<file path="src/rtl/ex_mem_reg_if.sv">
// ---------------------------------------------------------------------------
// ex_mem_reg_if
// Bundle of everything the EX stage hands to the EX/MEM register. The ALU
// result and zero flag travel here together with the store data, the
// destination register, the control bits and the branch target.
//   master : EX stage (drives every signal)
//   slave  : ex_mem_reg (samples every signal)
// Parameter XLEN : datapath width of the result, store data and branch target.
// ---------------------------------------------------------------------------
interface ex_mem_reg_if #(
  parameter int XLEN = 32
);
  logic            ex_valid;       // EX holds a real instruction
  logic [XLEN-1:0] alu_res;        // ALU result / memory address
  logic            alu_zero;       // ALU result == 0
  logic [XLEN-1:0] rs2_data;       // store data
  logic [4:0]      rd_addr;        // destination register
  logic            reg_write;      // instruction writes rd
  logic            mem_read;       // load
  logic            mem_write;      // store
  logic            mem_to_reg;     // writeback selects memory
  logic            branch;         // beq
  logic [XLEN-1:0] branch_target;  // PC + imm

  modport master (
    output ex_valid, alu_res, alu_zero, rs2_data, rd_addr, reg_write,
           mem_read, mem_write, mem_to_reg, branch, branch_target
  );

  modport slave (
    input  ex_valid, alu_res, alu_zero, rs2_data, rd_addr, reg_write,
           mem_read, mem_write, mem_to_reg, branch, branch_target
  );
endinterface

</file>
<file path="src/rtl/ex_mem_reg.sv">
// ---------------------------------------------------------------------------
// ex_mem_reg
// EX/MEM pipeline register of the 5-stage RV32I core. Captures the ALU
// result, store data and control bits from EX, resolves beq from the ALU
// zero flag, issues a one-cycle PC redirect plus a FLUSH_DEPTH-cycle flush
// request to the younger stages, and provides the EX/MEM forwarding source.
//
// Ports
//   clk, rst_n          clock, asynchronous active-low reset
//   stall, flush        hazard-unit hold / bubble insert (flush wins)
//   ex_if (slave)       EX-stage signals (see ex_mem_reg_if)
//   mem_*               registered MEM-stage view, control gated by valid
//   pc_src, pc_target   redirect pulse and its address
//   flush_req           flush of IF/ID and ID/EX after a taken branch
//   fwd_valid/rd/data   forwarding source
//   stat_branches/taken only when EX_MEM_BRANCH_STATS_EN is defined:
//                       accepted-beq and taken-beq counters (wrap at 2^32)
//
// Parameters
//   XLEN         datapath width
//   FLUSH_DEPTH  cycles flush_req stays high after a taken branch (1..7)
// ---------------------------------------------------------------------------
module ex_mem_reg #(
  parameter int XLEN        = 32,
  parameter int FLUSH_DEPTH = 2
) (
  input  logic            clk,
  input  logic            rst_n,
  input  logic            stall,
  input  logic            flush,
  ex_mem_reg_if.slave     ex_if,
  output logic            mem_valid,
  output logic [XLEN-1:0] mem_alu_res,
  output logic [XLEN-1:0] mem_wdata,
  output logic [4:0]      mem_rd,
  output logic            mem_reg_write,
  output logic            mem_read_o,
  output logic            mem_write_o,
  output logic            mem_to_reg_o,
  output logic            pc_src,
  output logic [XLEN-1:0] pc_target,
  output logic            flush_req,
  output logic            fwd_valid,
  output logic [4:0]      fwd_rd,
  output logic [XLEN-1:0] fwd_data
`ifdef EX_MEM_BRANCH_STATS_EN
  ,
  output logic [31:0]     stat_branches,
  output logic [31:0]     stat_taken
`endif
);

  localparam logic [2:0] FLUSH_LOAD = 3'(FLUSH_DEPTH);

  typedef struct packed {
    logic            valid;
    logic [XLEN-1:0] alu_res;
    logic [XLEN-1:0] wdata;
    logic [4:0]      rd;
    logic            reg_write;
    logic            mem_read;
    logic            mem_write;
    logic            mem_to_reg;
  } pipe_t;

  pipe_t           pipe_d, pipe_q;
  logic            pc_src_d, pc_src_q;
  logic [XLEN-1:0] pc_target_d, pc_target_q;
  logic [2:0]      flush_cnt_d, flush_cnt_q;
  logic            take;
  logic            accept_beq;

  always_comb begin
    // NOTE: every variable gets a default before any branch so no path
    // leaves it unassigned, which would otherwise infer a latch.
    pipe_d      = pipe_q;
    pc_target_d = pc_target_q;
    flush_cnt_d = flush_cnt_q;

    accept_beq = ex_if.ex_valid & ex_if.branch & ~stall & ~flush;
    take       = accept_beq & ex_if.alu_zero;

    if (flush) begin
      pipe_d = '0;
    end else if (!stall) begin
      pipe_d.valid      = ex_if.ex_valid;
      pipe_d.alu_res    = ex_if.alu_res;
      pipe_d.wdata      = ex_if.rs2_data;
      pipe_d.rd         = ex_if.rd_addr;
      pipe_d.reg_write  = ex_if.reg_write  & ex_if.ex_valid;
      pipe_d.mem_read   = ex_if.mem_read   & ex_if.ex_valid;
      pipe_d.mem_write  = ex_if.mem_write  & ex_if.ex_valid;
      pipe_d.mem_to_reg = ex_if.mem_to_reg & ex_if.ex_valid;
    end

    // Redirect is a pulse: it is rebuilt from take every edge, so a single
    // branch can never hold it high for two cycles. An external flush does
    // not touch a redirect or flush count already in flight.
    pc_src_d = take;
    if (take) pc_target_d = ex_if.branch_target;

    // A new taken branch reloads the counter even if it was mid-countdown.
    if (take)                                flush_cnt_d = FLUSH_LOAD;
    else if (flush_cnt_q != '0 && !stall)    flush_cnt_d = flush_cnt_q - 3'd1;
  end

  // NOTE: sequential state uses non-blocking assignments so every flop
  // samples the pre-edge value of its neighbours.
  always_ff @(posedge clk or negedge rst_n) begin
    if (!rst_n) begin
      pipe_q      <= '0;
      pc_src_q    <= 1'b0;
      pc_target_q <= '0;
      flush_cnt_q <= '0;
    end else begin
      pipe_q      <= pipe_d;
      pc_src_q    <= pc_src_d;
      pc_target_q <= pc_target_d;
      flush_cnt_q <= flush_cnt_d;
    end
  end

  assign mem_valid     = pipe_q.valid;
  assign mem_alu_res   = pipe_q.alu_res;
  assign mem_wdata     = pipe_q.wdata;
  assign mem_rd        = pipe_q.rd;
  assign mem_reg_write = pipe_q.reg_write;
  assign mem_read_o    = pipe_q.mem_read;
  assign mem_write_o   = pipe_q.mem_write;
  assign mem_to_reg_o  = pipe_q.mem_to_reg;
  assign pc_src        = pc_src_q;
  assign pc_target     = pc_target_q;
  assign flush_req     = (flush_cnt_q != '0);

  // Loads have no data yet at this stage, and x0 is never a real producer.
  assign fwd_valid = pipe_q.valid & pipe_q.reg_write & (pipe_q.rd != 5'd0)
                   & ~pipe_q.mem_read;
  assign fwd_rd    = pipe_q.rd;
  assign fwd_data  = pipe_q.alu_res;

`ifdef EX_MEM_BRANCH_STATS_EN
  logic [31:0] stat_branches_d, stat_branches_q;
  logic [31:0] stat_taken_d, stat_taken_q;

  always_comb begin
    stat_branches_d = stat_branches_q + (accept_beq ? 32'd1 : 32'd0);
    stat_taken_d    = stat_taken_q    + (take       ? 32'd1 : 32'd0);
  end

  always_ff @(posedge clk or negedge rst_n) begin
    if (!rst_n) begin
      stat_branches_q <= '0;
      stat_taken_q    <= '0;
    end else begin
      stat_branches_q <= stat_branches_d;
      stat_taken_q    <= stat_taken_d;
    end
  end

  assign stat_branches = stat_branches_q;
  assign stat_taken    = stat_taken_q;
`endif

endmodule

</file>
<file path="src/flat_wrapper.sv">
// flat-port wrapper written by rule: the top's interface ports become plain ports
module ex_mem_reg_flat 
#(
  parameter int XLEN        = 32,
  parameter int FLUSH_DEPTH = 2
)
  (clk, rst_n, stall, flush, mem_valid, mem_alu_res, mem_wdata, mem_rd, mem_reg_write, mem_read_o, mem_write_o, mem_to_reg_o, pc_src, pc_target, flush_req, fwd_valid, fwd_rd, fwd_data, ex_if_ex_valid, ex_if_alu_res, ex_if_alu_zero, ex_if_rs2_data, ex_if_rd_addr, ex_if_reg_write, ex_if_mem_read, ex_if_mem_write, ex_if_mem_to_reg, ex_if_branch, ex_if_branch_target);
  ex_mem_reg_if #(.XLEN(XLEN)) ex_if_i ();
  input  logic clk;
  input  logic rst_n;
  input  logic stall;
  input  logic flush;
  output logic mem_valid;
  output logic [XLEN-1:0] mem_alu_res;
  output logic [XLEN-1:0] mem_wdata;
  output logic [4:0] mem_rd;
  output logic mem_reg_write;
  output logic mem_read_o;
  output logic mem_write_o;
  output logic mem_to_reg_o;
  output logic pc_src;
  output logic [XLEN-1:0] pc_target;
  output logic flush_req;
  output logic fwd_valid;
  output logic [4:0] fwd_rd;
  output logic [XLEN-1:0] fwd_data;
  input wire logic [$bits(ex_if_i.ex_valid)-1:0] ex_if_ex_valid;
  input wire logic [$bits(ex_if_i.alu_res)-1:0] ex_if_alu_res;
  input wire logic [$bits(ex_if_i.alu_zero)-1:0] ex_if_alu_zero;
  input wire logic [$bits(ex_if_i.rs2_data)-1:0] ex_if_rs2_data;
  input wire logic [$bits(ex_if_i.rd_addr)-1:0] ex_if_rd_addr;
  input wire logic [$bits(ex_if_i.reg_write)-1:0] ex_if_reg_write;
  input wire logic [$bits(ex_if_i.mem_read)-1:0] ex_if_mem_read;
  input wire logic [$bits(ex_if_i.mem_write)-1:0] ex_if_mem_write;
  input wire logic [$bits(ex_if_i.mem_to_reg)-1:0] ex_if_mem_to_reg;
  input wire logic [$bits(ex_if_i.branch)-1:0] ex_if_branch;
  input wire logic [$bits(ex_if_i.branch_target)-1:0] ex_if_branch_target;
  assign ex_if_i.ex_valid = ex_if_ex_valid;
  assign ex_if_i.alu_res = ex_if_alu_res;
  assign ex_if_i.alu_zero = ex_if_alu_zero;
  assign ex_if_i.rs2_data = ex_if_rs2_data;
  assign ex_if_i.rd_addr = ex_if_rd_addr;
  assign ex_if_i.reg_write = ex_if_reg_write;
  assign ex_if_i.mem_read = ex_if_mem_read;
  assign ex_if_i.mem_write = ex_if_mem_write;
  assign ex_if_i.mem_to_reg = ex_if_mem_to_reg;
  assign ex_if_i.branch = ex_if_branch;
  assign ex_if_i.branch_target = ex_if_branch_target;
  ex_mem_reg #(.XLEN(XLEN), .FLUSH_DEPTH(FLUSH_DEPTH)) u_core (.clk(clk), .rst_n(rst_n), .stall(stall), .flush(flush), .ex_if(ex_if_i), .mem_valid(mem_valid), .mem_alu_res(mem_alu_res), .mem_wdata(mem_wdata), .mem_rd(mem_rd), .mem_reg_write(mem_reg_write), .mem_read_o(mem_read_o), .mem_write_o(mem_write_o), .mem_to_reg_o(mem_to_reg_o), .pc_src(pc_src), .pc_target(pc_target), .flush_req(flush_req), .fwd_valid(fwd_valid), .fwd_rd(fwd_rd), .fwd_data(fwd_data));
endmodule
</file>
<file path="config.mk">
export PLATFORM = sky130hd
export DESIGN_NAME = ex_mem_reg_flat
export DESIGN_NICKNAME = d
export VERILOG_FILES = /design/src/rtl/ex_mem_reg_if.sv /design/src/rtl/ex_mem_reg.sv /design/src/flat_wrapper.sv
export SDC_FILE = /design/constraint.sdc
export NUM_CORES = 1
export LEC_CHECK = 0
export ABC_AREA = 1
export CAP_MARGIN = 20
export CORE_MARGIN = 2
export CORE_UTILIZATION = 42
export DETAILED_ROUTE_END_ITERATION = 7
export PLACE_DENSITY = 0.82
export SYNTH_ARGS = -nofsm -noshare
export SYNTH_HDL_FRONTEND = slang
export SYNTH_SLANG_ARGS = --single-unit
</file>
<file path="constraint.sdc">
create_clock -name clk -period 2.35 [get_ports clk]
set_clock_uncertainty 0.1 [all_clocks]
set_input_delay 0.47 -clock clk [delete_from_list [all_inputs] [get_ports clk]]
set_output_delay 0.47 -clock clk [all_outputs]
set_load 0.01 [all_outputs]
</file>
# ---- Word-level counts from Yosys, hierarchy flattened
# Cells that the tools add are included.
dict set report word_totals {
  wordCells 36
  regBits 110
  out_inout_bits 146
}
dict set report classes {
  n_eq_ne 1
  n_bitwise 14
  addsub 1
  mux 4
  n_reduce_logical 5
}
# cell n
set ops {}
lappend ops {{74-bit 2-to-1 mux} 2}
lappend ops {{1-bit bitwise AND} 11}
lappend ops {{3-bit 2-to-1 mux} 2}
lappend ops {{5-bit nonzero test} 1}
lappend ops {{1-bit inverter} 3}
lappend ops {{3-bit nonzero test} 1}
lappend ops {{3-bit by 1-bit subtractor with 3-bit output, second input constant} 1}
lappend ops {{2-bit by 1-bit inequality test with 1-bit output, second input constant} 1}
lappend ops {{2-bit nonzero test} 1}
lappend ops {{1-bit logical AND} 1}
lappend ops {{1-bit logical NOT} 1}

# ---- Longest topological paths before layout
# Gate-level depths: netlist of run 1.
dict set report logic_depth {
  depth_word 5
  mapped_depth 9
}

# ---- Least setup slack after synthesis of run 1
# No wires, ideal clock.
dict set report synth_path {
  kind {reg-to-output}
  start {reg u_core.flush_cnt_q[0]}
  end {out flush_req}
  path_stages_with_launch 5
  setup_slack_ns 0.947
  t_arrival_ns 0.833
  path_buffers 0
  cell_sequence {dfrtp_1 inv_1 ha_1 ha_1 inv_1}
}
dict set report synth_via {
  elab_chain_cells 1
}
# element line_no
set synth_lines {}
lappend synth_lines {{start: declaration} ex_mem_reg.sv:69} ;# logic [2:0] flush_cnt_d, flush_cnt_q;
lappend synth_lines {{start signal: assignment} ex_mem_reg.sv:119} ;# flush_cnt_q <= flush_cnt_d;
lappend synth_lines {{3-bit nonzero test} ex_mem_reg.sv:133} ;# assign flush_req = (flush_cnt_q != '0);
lappend synth_lines {{end: declaration} flat_wrapper.sv:23} ;# output logic flush_req;
# Every way passes these cells.

# ---- Worst setup path in the final report of run 1
dict set report layout_path {
  start {reg u_core.pipe_q (netlist bit u_core.mem_read_o)}
  end {out fwd_valid}
}
dict set report layout_via {
  elab_chain_cells 2
}
# element line_no
set layout_lines {}
lappend layout_lines {{start: declaration} ex_mem_reg.sv:66} ;# pipe_t pipe_d, pipe_q;
lappend layout_lines {{start signal: assignment} ex_mem_reg.sv:116} ;# pipe_q <= pipe_d;
lappend layout_lines {{1-bit inverter} ex_mem_reg.sv:137} ;# & ~pipe_q.mem_read;
lappend layout_lines {{1-bit bitwise AND} ex_mem_reg.sv:137}
lappend layout_lines {{end: declaration} flat_wrapper.sv:24} ;# output logic fwd_valid;
# Every way passes these cells.

==> results by group, run 1 <==
Synth
  • Compound-Gate Fraction of Synth Area: 0.003161
  • Mux cell area share after synthesis: 0
  • XOR/XNOR Fraction of Synth Area: 0
  • Post-Synth Adder-Cell Area: 0.005269
  • Syn_nets: 651
  • Largest family of logic cells by synthesized area: simple AND/OR/NAND/NOR gates
  • Syn_area_per_cell: 8.845 µm²
  • Ys Warns: 0
  • Synth Area in Simple Gates: 0.3043
  • Synth Cell Area: 4750 µm²
  • Synth Register Bits: 110
  • Post-synthesis sequential area ratio: 0.5796
  • Netlist cell types: 17
  • Cell count after synthesis: 537

Clock network
  • CTS max path bufs: 2
  • Clk slew on worst S/H paths: 0.07 ns
  • CTS Hold Buffers Added: 0
  • Clock net sink count: 110
  • CTS Buf Count: 9
  • Worst-skew pair later-pin latency: 0.33 ns
  • Clk root buf: clkbuf_16
  • CTS tree: built
  • # H-tree levels: 3

Setup path
  • R2R cell count: 8
  • Critical Path RT: 1.78 ns
  • WS Path Type: reg -> out
  • CP Capture Type: output pin
  • Critical Path, Cell by Cell: nor3_1 > nand2_1 > inv_1 > clkdlybuf4s50_1
  • CP peak stage delay: 0.54 ns
  • CP Max Fanout: 3
  • Worst Path Arrival: 1.65 ns
  • CP max stage cell: clkdlybuf4s50_1
  • Startpoint types: flip-flop

Die
  • Starting Density: 0.4343
  • Site Rows: 38
  • Io pins: 258
  • Die X: 110.3 µm
  • Die ar.: 12,170 µm²
  • Die H: 110.3 µm
  • CORE AREA: 10,940 µm²

STA
  • Final setup fails: 0
  • Worst rel slew slack: 0.6488
  • Final Hold Vio Count: 0
  • Slew Viols, Final: 0
  • RSZ-0062 raised after global routing: false
  • Final period util: 0.9464
  • Total negative slack: 0 ns
  • Max Clock Freq: 0.4496 GHz
  • Worst-Margin Slew: 0.5268 ns
  • Fin crit period: 2.224 ns

Final layout
  • Footprint of the multi-input gates: 1485 µm²
  • Layout Nets: 859
  • Area Growth Syn to Fin: 59.11%
  • Fillers: 845
  • Fraction of layout cells with a size suffix above 1: 0.04533
  • Most frequent cells in the layout: 254 x clkdlybuf4s50_1, 218 x nand2_1, 110 x dfrtp_1
  • Layout Cells excl Fill: 890
  • Number of diodes: 0
  • Sequential standard cell area: 2753 µm²
  • Most common cell after layout, fill and taps aside: clkdlybuf4s50_1

Routing
  • WL final: 14.02 mm
  • Drt first pass iters: 4
  • Number of remaining DRC errors: 0
  • Via/cell ratio: 5.006
  • Vias: 4,455
  • Per-cell routed wire length: 15.76 µm
  • Number of antenna-violating nets in the routed design: 0
  • Drt initial violations: 291

Power
  • Peak supply drop: 0.4414 mV
  • P_leak: 3.660 nW
  • Power Density: 686.9 nW/µm²

Outcome
  • Status: finished clean

Worst hold path
  • Tightest Hold Check Type: in -> async

Place
  • RD Place Congestion: 0.7619
  • Post-DP HPWL: 10.27 mm
  • Port Buffers: 257
  • Placed Cells incl. Taps: 874

GRT
  • Largest net degree at the start of global routing: 75
  • Vias in the first global route: 4,335
  • First-pass GRT wire length: 21.04 mm
  • Initial antenna violation count: 0
  • GRT Residual Overflow: 0
  • Total track usage: 0.2240

Flow run
  • Max_cap viols: 0
-- stage by stage --
step,power (W),hold slack [ns],setup slack (ns),utilization,area (µm²)
floorplan,0.002735,0.07441,0.9472,-,4750
global placement,0.003469,0.3534,0.4096,0.6590,7207
detailed placement,0.003522,0.3580,0.3698,0.6590,7207
CTS,0.005248,0.02323,0.002733,0.6908,7555
global route,0.005441,0.04254,0.03040,0.6911,7557
finish,0.005191,0.01602,0.1260,0.6911,7557
-- flip-flops by register name, summed over array words and instances, names as in the netlist --
signal	flops
u_core.flush_cnt_q	3
u_core.fwd_rd	5
u_core.mem_write_o	1
u_core.mem_reg_write	1
u_core.fwd_data	32
u_core.mem_wdata	32
u_core.mem_read_o	1
u_core.mem_valid	1
u_core.mem_to_reg_o	1
u_core.pc_target	32
u_core.pc_src	1
-- Yosys cell counts, drive strengths merged --
master	n	area (µm²)
inv	14	52.55
ha	2	25.02
dfrtp	110	2753
nor2	5	26.27
nand2	218	818.3
nand4	32	200.2
clkbuf	10	37.54
o21ai	3	15.01
clkinv	1	3.750
buf	63	417.9
nor3	1	5.000
nand3	78	395.4
-- cells by family after synthesis --
kind of cell    Yosys count
simple gates            334
buf+inv                  88
compound gates            3
flops                   110
fa+ha+maj                 2
-- final timing paths --
check | from | to | slack [ns]
setup / recovery | u_core.mem_read_o | fwd_valid | 0.13
hold / removal | rst_n | u_core.fwd_data[29] | 0.02
setup reg to reg | u_core.flush_cnt_q[0] | u_core.flush_cnt_q[2] | 0.93
hold reg to reg | u_core.pc_target[27] | u_core.pc_target[27] | 0.37
max in group asynchronous | rst_n | u_core.fwd_data[20] | 1.47
min in group clk | u_core.pc_target[27] | u_core.pc_target[27] | 0.37
-- area by class of cell --
type | instances | area share
repair buffers | 270 | 0.3626
clock inverters | 6 | 0.01440
clock buffers | 10 | 0.03162
multi-input cells | 339 | 0.1965
inverters | 15 | 0.007450
well taps | 140 | 0.02318
flip-flops and latches | 110 | 0.3642
-- report_power, final --
group	internal (W)	switching, W
logic	0.000685	0.000561
clock network	0.00107	0.000645
registers	0.00210	0.000130
total	0.00386	0.00134
-- metal layers --
metal / track usage / up-vias / wire length (µm)
met1: 0.2633 / 2129 / 5432
met5: 0 / - / 0
li1: - / 2107 / -
met2: 0.3957 / 195 / 7088
met3: 0.05938 / 24 / 1209
met4: 0.07768 / 0 / 291
-- repair_timing --
| item | CTS | global route |
|---|---|---|
| buffers inserted | 0 | 0 |
| resized for setup | 0 | 1 |
| endpoints found under the setup margin | 0 | 1 |
-- critical path, delay by kind of cell (launching register included) --
family | cells | cell delay [ns]
AND/OR/NAND/NOR | 2 | 0.31
buffers and inverters | 2 | 0.61
flip-flops | 1 | 0.41
Note: power is estimated with default switching activity, not from simulation.
==> inputs of run 2 (changes only) <==
--- a/config.mk
+++ b/config.mk
@@ -7,10 +7,9 @@
 export LEC_CHECK = 0
 export ABC_AREA = 1
 export CAP_MARGIN = 20
-export CORE_MARGIN = 2
-export CORE_UTILIZATION = 42
+export CORE_UTILIZATION = 40
 export DETAILED_ROUTE_END_ITERATION = 7
-export PLACE_DENSITY = 0.82
+export PLACE_DENSITY = 0.78
 export SYNTH_ARGS = -nofsm -noshare
 export SYNTH_HDL_FRONTEND = slang
 export SYNTH_SLANG_ARGS = --single-unit
==> run 2 against run 1 <==
Compared with the run above:
- non-clock buffer count is 2 lower
- wire length down 0.89%
- largest cell class unchanged
- register-to-register slack hardly changed
- largest power group unchanged
- the flow now finishes with violations (DRC)
- via count grew 1.3%
- power down 4.3%
- critical path depth unchanged
==> results by group, run 2 (same netlist as run 1, synthesis figures left out) <==
Die
  • Die X: 111.0 µm
  • Io pins: 258
  • Die ar.: 12,310 µm²
  • Starting Density: 0.4124
  • CORE AREA: 11,520 µm²
  • Die H: 111.0 µm
  • Site Rows: 39

Clock network
  • CTS max path bufs: 2
  • Clk slew on worst S/H paths: 0.07 ns
  • Clock net sink count: 110
  • Worst-skew pair later-pin latency: 0.33 ns
  • # H-tree levels: 3
  • CTS tree: built
  • CTS Buf Count: 9
  • Clk root buf: clkbuf_16

Place
  • RD Place Congestion: 0.8195
  • Port Buffers: 257
  • Placed cell areas: 7183 µm²
  • Post-DP HPWL: 9.900 mm
  • Placed Cells incl. Taps: 875

GRT
  • Busiest grt layer: met2
  • Initial antenna violation count: 0
  • GRT met1 Usage: 0.2696
  • Vias in the first global route: 4,472
  • Met3 Usage GRT: 0.06725
  • Total track usage: 0.2279
  • GRT Residual Overflow: 0
  • Routing usage on met2: 0.3883
  • First-pass GRT wire length: 22.23 mm
  • Largest net degree at the start of global routing: 75

Routing
  • Via/cell ratio: 5.071
  • Vias: 4,513
  • Number of antenna-violating nets in the routed design: 0
  • Number of remaining DRC errors: 38
  • Per-cell routed wire length: 15.61 µm
  • Drt initial violations: 374
  • Drt first pass iters: 8
  • WL final: 13.90 mm

Final layout
  • Design area: 7476 µm²
  • Area Growth Syn to Fin: 57.40%
  • Most frequent cells in the layout: 254 x clkdlybuf4s50_1, 218 x nand2_1, 110 x dfrtp_1
  • Number of diodes: 0
  • Most common cell after layout, fill and taps aside: clkdlybuf4s50_1
  • Layout Cells excl Fill: 890
  • Fraction of layout cells with a size suffix above 1: 0.04016
  • Layout Nets: 857

STA
  • Fin crit period: 2.194 ns
  • Slew Viols, Final: 0
  • Worst-Margin Slew: 0.5308 ns
  • Final period util: 0.9337
  • Total negative slack: 0 ns
  • Final setup fails: 0
  • Final Hold Vio Count: 0
  • Worst rel slew slack: 0.6461
  • RSZ-0062 raised after global routing: false
  • Min Hold Slack: 0.005026 ns
  • Max Clock Freq: 0.4557 GHz

Setup path
  • Startpoint types: flip-flop
  • CP startpoint: u_core.mem_read_o
  • Worst Path Arrival: 1.62 ns
  • CP Capture Type: output pin
  • CP Max Fanout: 3
  • WS Path Type: reg -> out
  • Critical Path RT: 1.78 ns
  • Reg2reg start: u_core.flush_cnt_q[0]

Worst hold path
  • Tightest Hold Check Type: in -> async

Power
  • Power Density: 664.6 nW/µm²
  • P_leak: 3.612 nW
  • Peak supply drop: 0.3551 mV

Outcome
  • Status: complete, but fails checks
  • Failing checks: DRC

Flow run
  • Max_cap viols: 0
-- run 2: cell count changes in the layout (fill, tap and decap cells not counted), sizes merged --
| cell | before | now |
|---|---|---|
| clkinv | 4 | 3 |
| clkbuf | 10 | 11 |
| clkinvlp | 0 | 1 |
| buf | 15 | 13 |
| bufinv | 3 | 1 |
-- run 2: where the power goes --
group	total (W)	switching (W)	internal [W]
Clock	0.00149	0.000643	0.000847
Combinational	0.00124	0.000558	0.000682
Sequential	0.00224	0.000137	0.00210
-- run 2: worst max-delay path, stage by stage (launching register included) --
cell and delay [ns]:
dfrtp_1 0.39, nor3_1 0.22, nand2_1 0.07, inv_1 0.05
clkdlybuf4s50_1 0.55
-- run 2: cell type report --
| class | count | area [µm²] |
|---|---|---|
| Multi-Input combinational cell | 339 | 1485 |
| Sequential cell | 110 | 2753 |
| Fill cell | 964 | 4040 |
| Clock inverter | 4 | 47.55 |
| Timing Repair Buffer | 268 | 2713 |
| Tap cell | 143 | 178.9 |
| Clock buffer | 11 | 242.7 |
| Inverter | 15 | 56.30 |
-- run 2: per-stage QoR --
step	total power (W)	utilization	setup slack, ns
after global routing	0.005206	0.6492	0.08427
after global placement	0.003452	0.6238	0.4402
after floorplan	0.002735	-	0.9472
after detailed placement	0.003510	0.6238	0.3534
final	0.004969	0.6492	0.1557
after CTS	0.005013	0.6490	0.01838
-- run 2: worst paths after layout --
kind	end	slack, ns	depth (start not counted)
worst max register to register	u_core.flush_cnt_q[0]	0.93	7
max in group asynchronous	u_core.fwd_data[21]	1.46	2
min in group clk	u_core.pc_target[9]	0.37	2
worst min-delay path	u_core.fwd_data[16]	0.005	1
worst max-delay path	fwd_valid	0.16	4
worst min register to register	u_core.pc_target[9]	0.37	2
-- run 2: per-layer routing --
metal	wire [µm]	part of all wire
met1	5486	0.39
met2	6975	0.50
met5	0	0
met3	1086	0.078
met4	348	0.025
-- run 2: timing repair --
action                                 4_1_cts  5_1_grt
hold buffers                                 0        0
setup buffers                                0        0
gates resized for setup                      0        1
setup endpoints to repair                    0        1
endpoints found under the hold margin        0        0
==> variant (flow settings as in run 1) <==
`XLEN` is set to 32 in 3 places; all go to 16.
--- a/src/rtl/ex_mem_reg_if.sv
+++ b/src/rtl/ex_mem_reg_if.sv
@@ -9,5 +9,5 @@
 // ---------------------------------------------------------------------------
 interface ex_mem_reg_if #(
-  parameter int XLEN = 32
+  parameter int XLEN = 16
 );
   logic            ex_valid;       // EX holds a real instruction
--- a/src/rtl/ex_mem_reg.sv
+++ b/src/rtl/ex_mem_reg.sv
@@ -22,5 +22,5 @@
 // ---------------------------------------------------------------------------
 module ex_mem_reg #(
-  parameter int XLEN        = 32,
+  parameter int XLEN        = 16,
   parameter int FLUSH_DEPTH = 2
 ) (
--- a/src/flat_wrapper.sv
+++ b/src/flat_wrapper.sv
@@ -2,5 +2,5 @@
 module ex_mem_reg_flat 
 #(
-  parameter int XLEN        = 32,
+  parameter int XLEN        = 16,
   parameter int FLUSH_DEPTH = 2
 )
Interface: changed (7 resized); port bits go from 258 to 146. The function was not compared with the original's and may differ.
==> variant against run 1 <==
- total power fell by 43%
- register-to-register slack improved by 0.02 ns
- worst setup slack improved by 0.065 ns
- routed wire length fell by 46%
- area after synthesis fell by 42%
- sequential cell count fell by 48
- die area fell by 41%
- synthesized cell count fell by 42%
- worst hold slack improved by 0.35 ns
- clock power fell by 45%
- design area fell by 43%
- via count fell by 43%
==> variant: results <==
{
  "wl_um": 7636,
  "synth.distinct_cells": 16,
  "vias": 2558,
  "grt_util_met2_pct": 35.80,
  "n_clock_buffer": 12,
  "use_met3_pct": 5.253,
  "track_usage_pct": 22.25,
  "multi_input_area_um2": 880.8,
  "tightest_slew_ns": 0.4481,
  "cp_data_arrival_time_ns": 1.59,
  "cts_hold_buf": 1,
  "synth_fa_ha_area_share_pct": 0.9070,
  "taps": 77,
  "leakage_nw": 2.127,
  "swShare_pct": 27.56,
  "status": "finished clean",
  "cts_root_buf": "clkbuf_8",
  "clkPwrFrac_pct": 32.0,
  "place_ws_ns": 0.3529,
  "post-dp-hpwl_um": 5474,
  "grt_max_degree": 43,
  "drt_iter0_drc": 187,
  "yosys_register_bits": 62,
  "drive_above_1_share_pct": 6.321,
  "gr-usage-met1_pct": 29.38
}
==> variant: cell count changes after synthesis, moves of 3 or more <==
cell / delta
nand2_1: -96
dfrtp_1: -48
nand3_1: -32
buf_4: -19
nand4_1: -16
buf_2: -10
clkbuf_1: -5
buf_6: +3
==> variant: kinds of logic (layout without fill, tap and decap cells) <==
group	count (synthesis)	count (layout)
AND/OR/NAND/NOR	190	190
AO/OA/AOI/OAI	3	3
adder cells (fa/ha/maj)	2	2
flip-flops	62	62
buffers and inverters	55	186
==> variant: worst max-delay path: cells and delay by family, from the launching register on <==
| family | cells | cell delay [ns] |
|---|---|---|
| simple gates | 2 | 0.28 |
| buf+inv | 2 | 0.59 |
| flops | 1 | 0.39 |
==> variant: layer usage <==
| layer | vias to the layer above | share of wire (%) | routed length, µm |
|---|---|---|---|
| li1 | 1232 | - | - |
| met4 | 0 | 1.6 | 119 |
| met3 | 9 | 6.8 | 517 |
| met2 | 107 | 47 | 3625 |
| met1 | 1210 | 44 | 3373 |
| met5 | - | 0 | 0 |
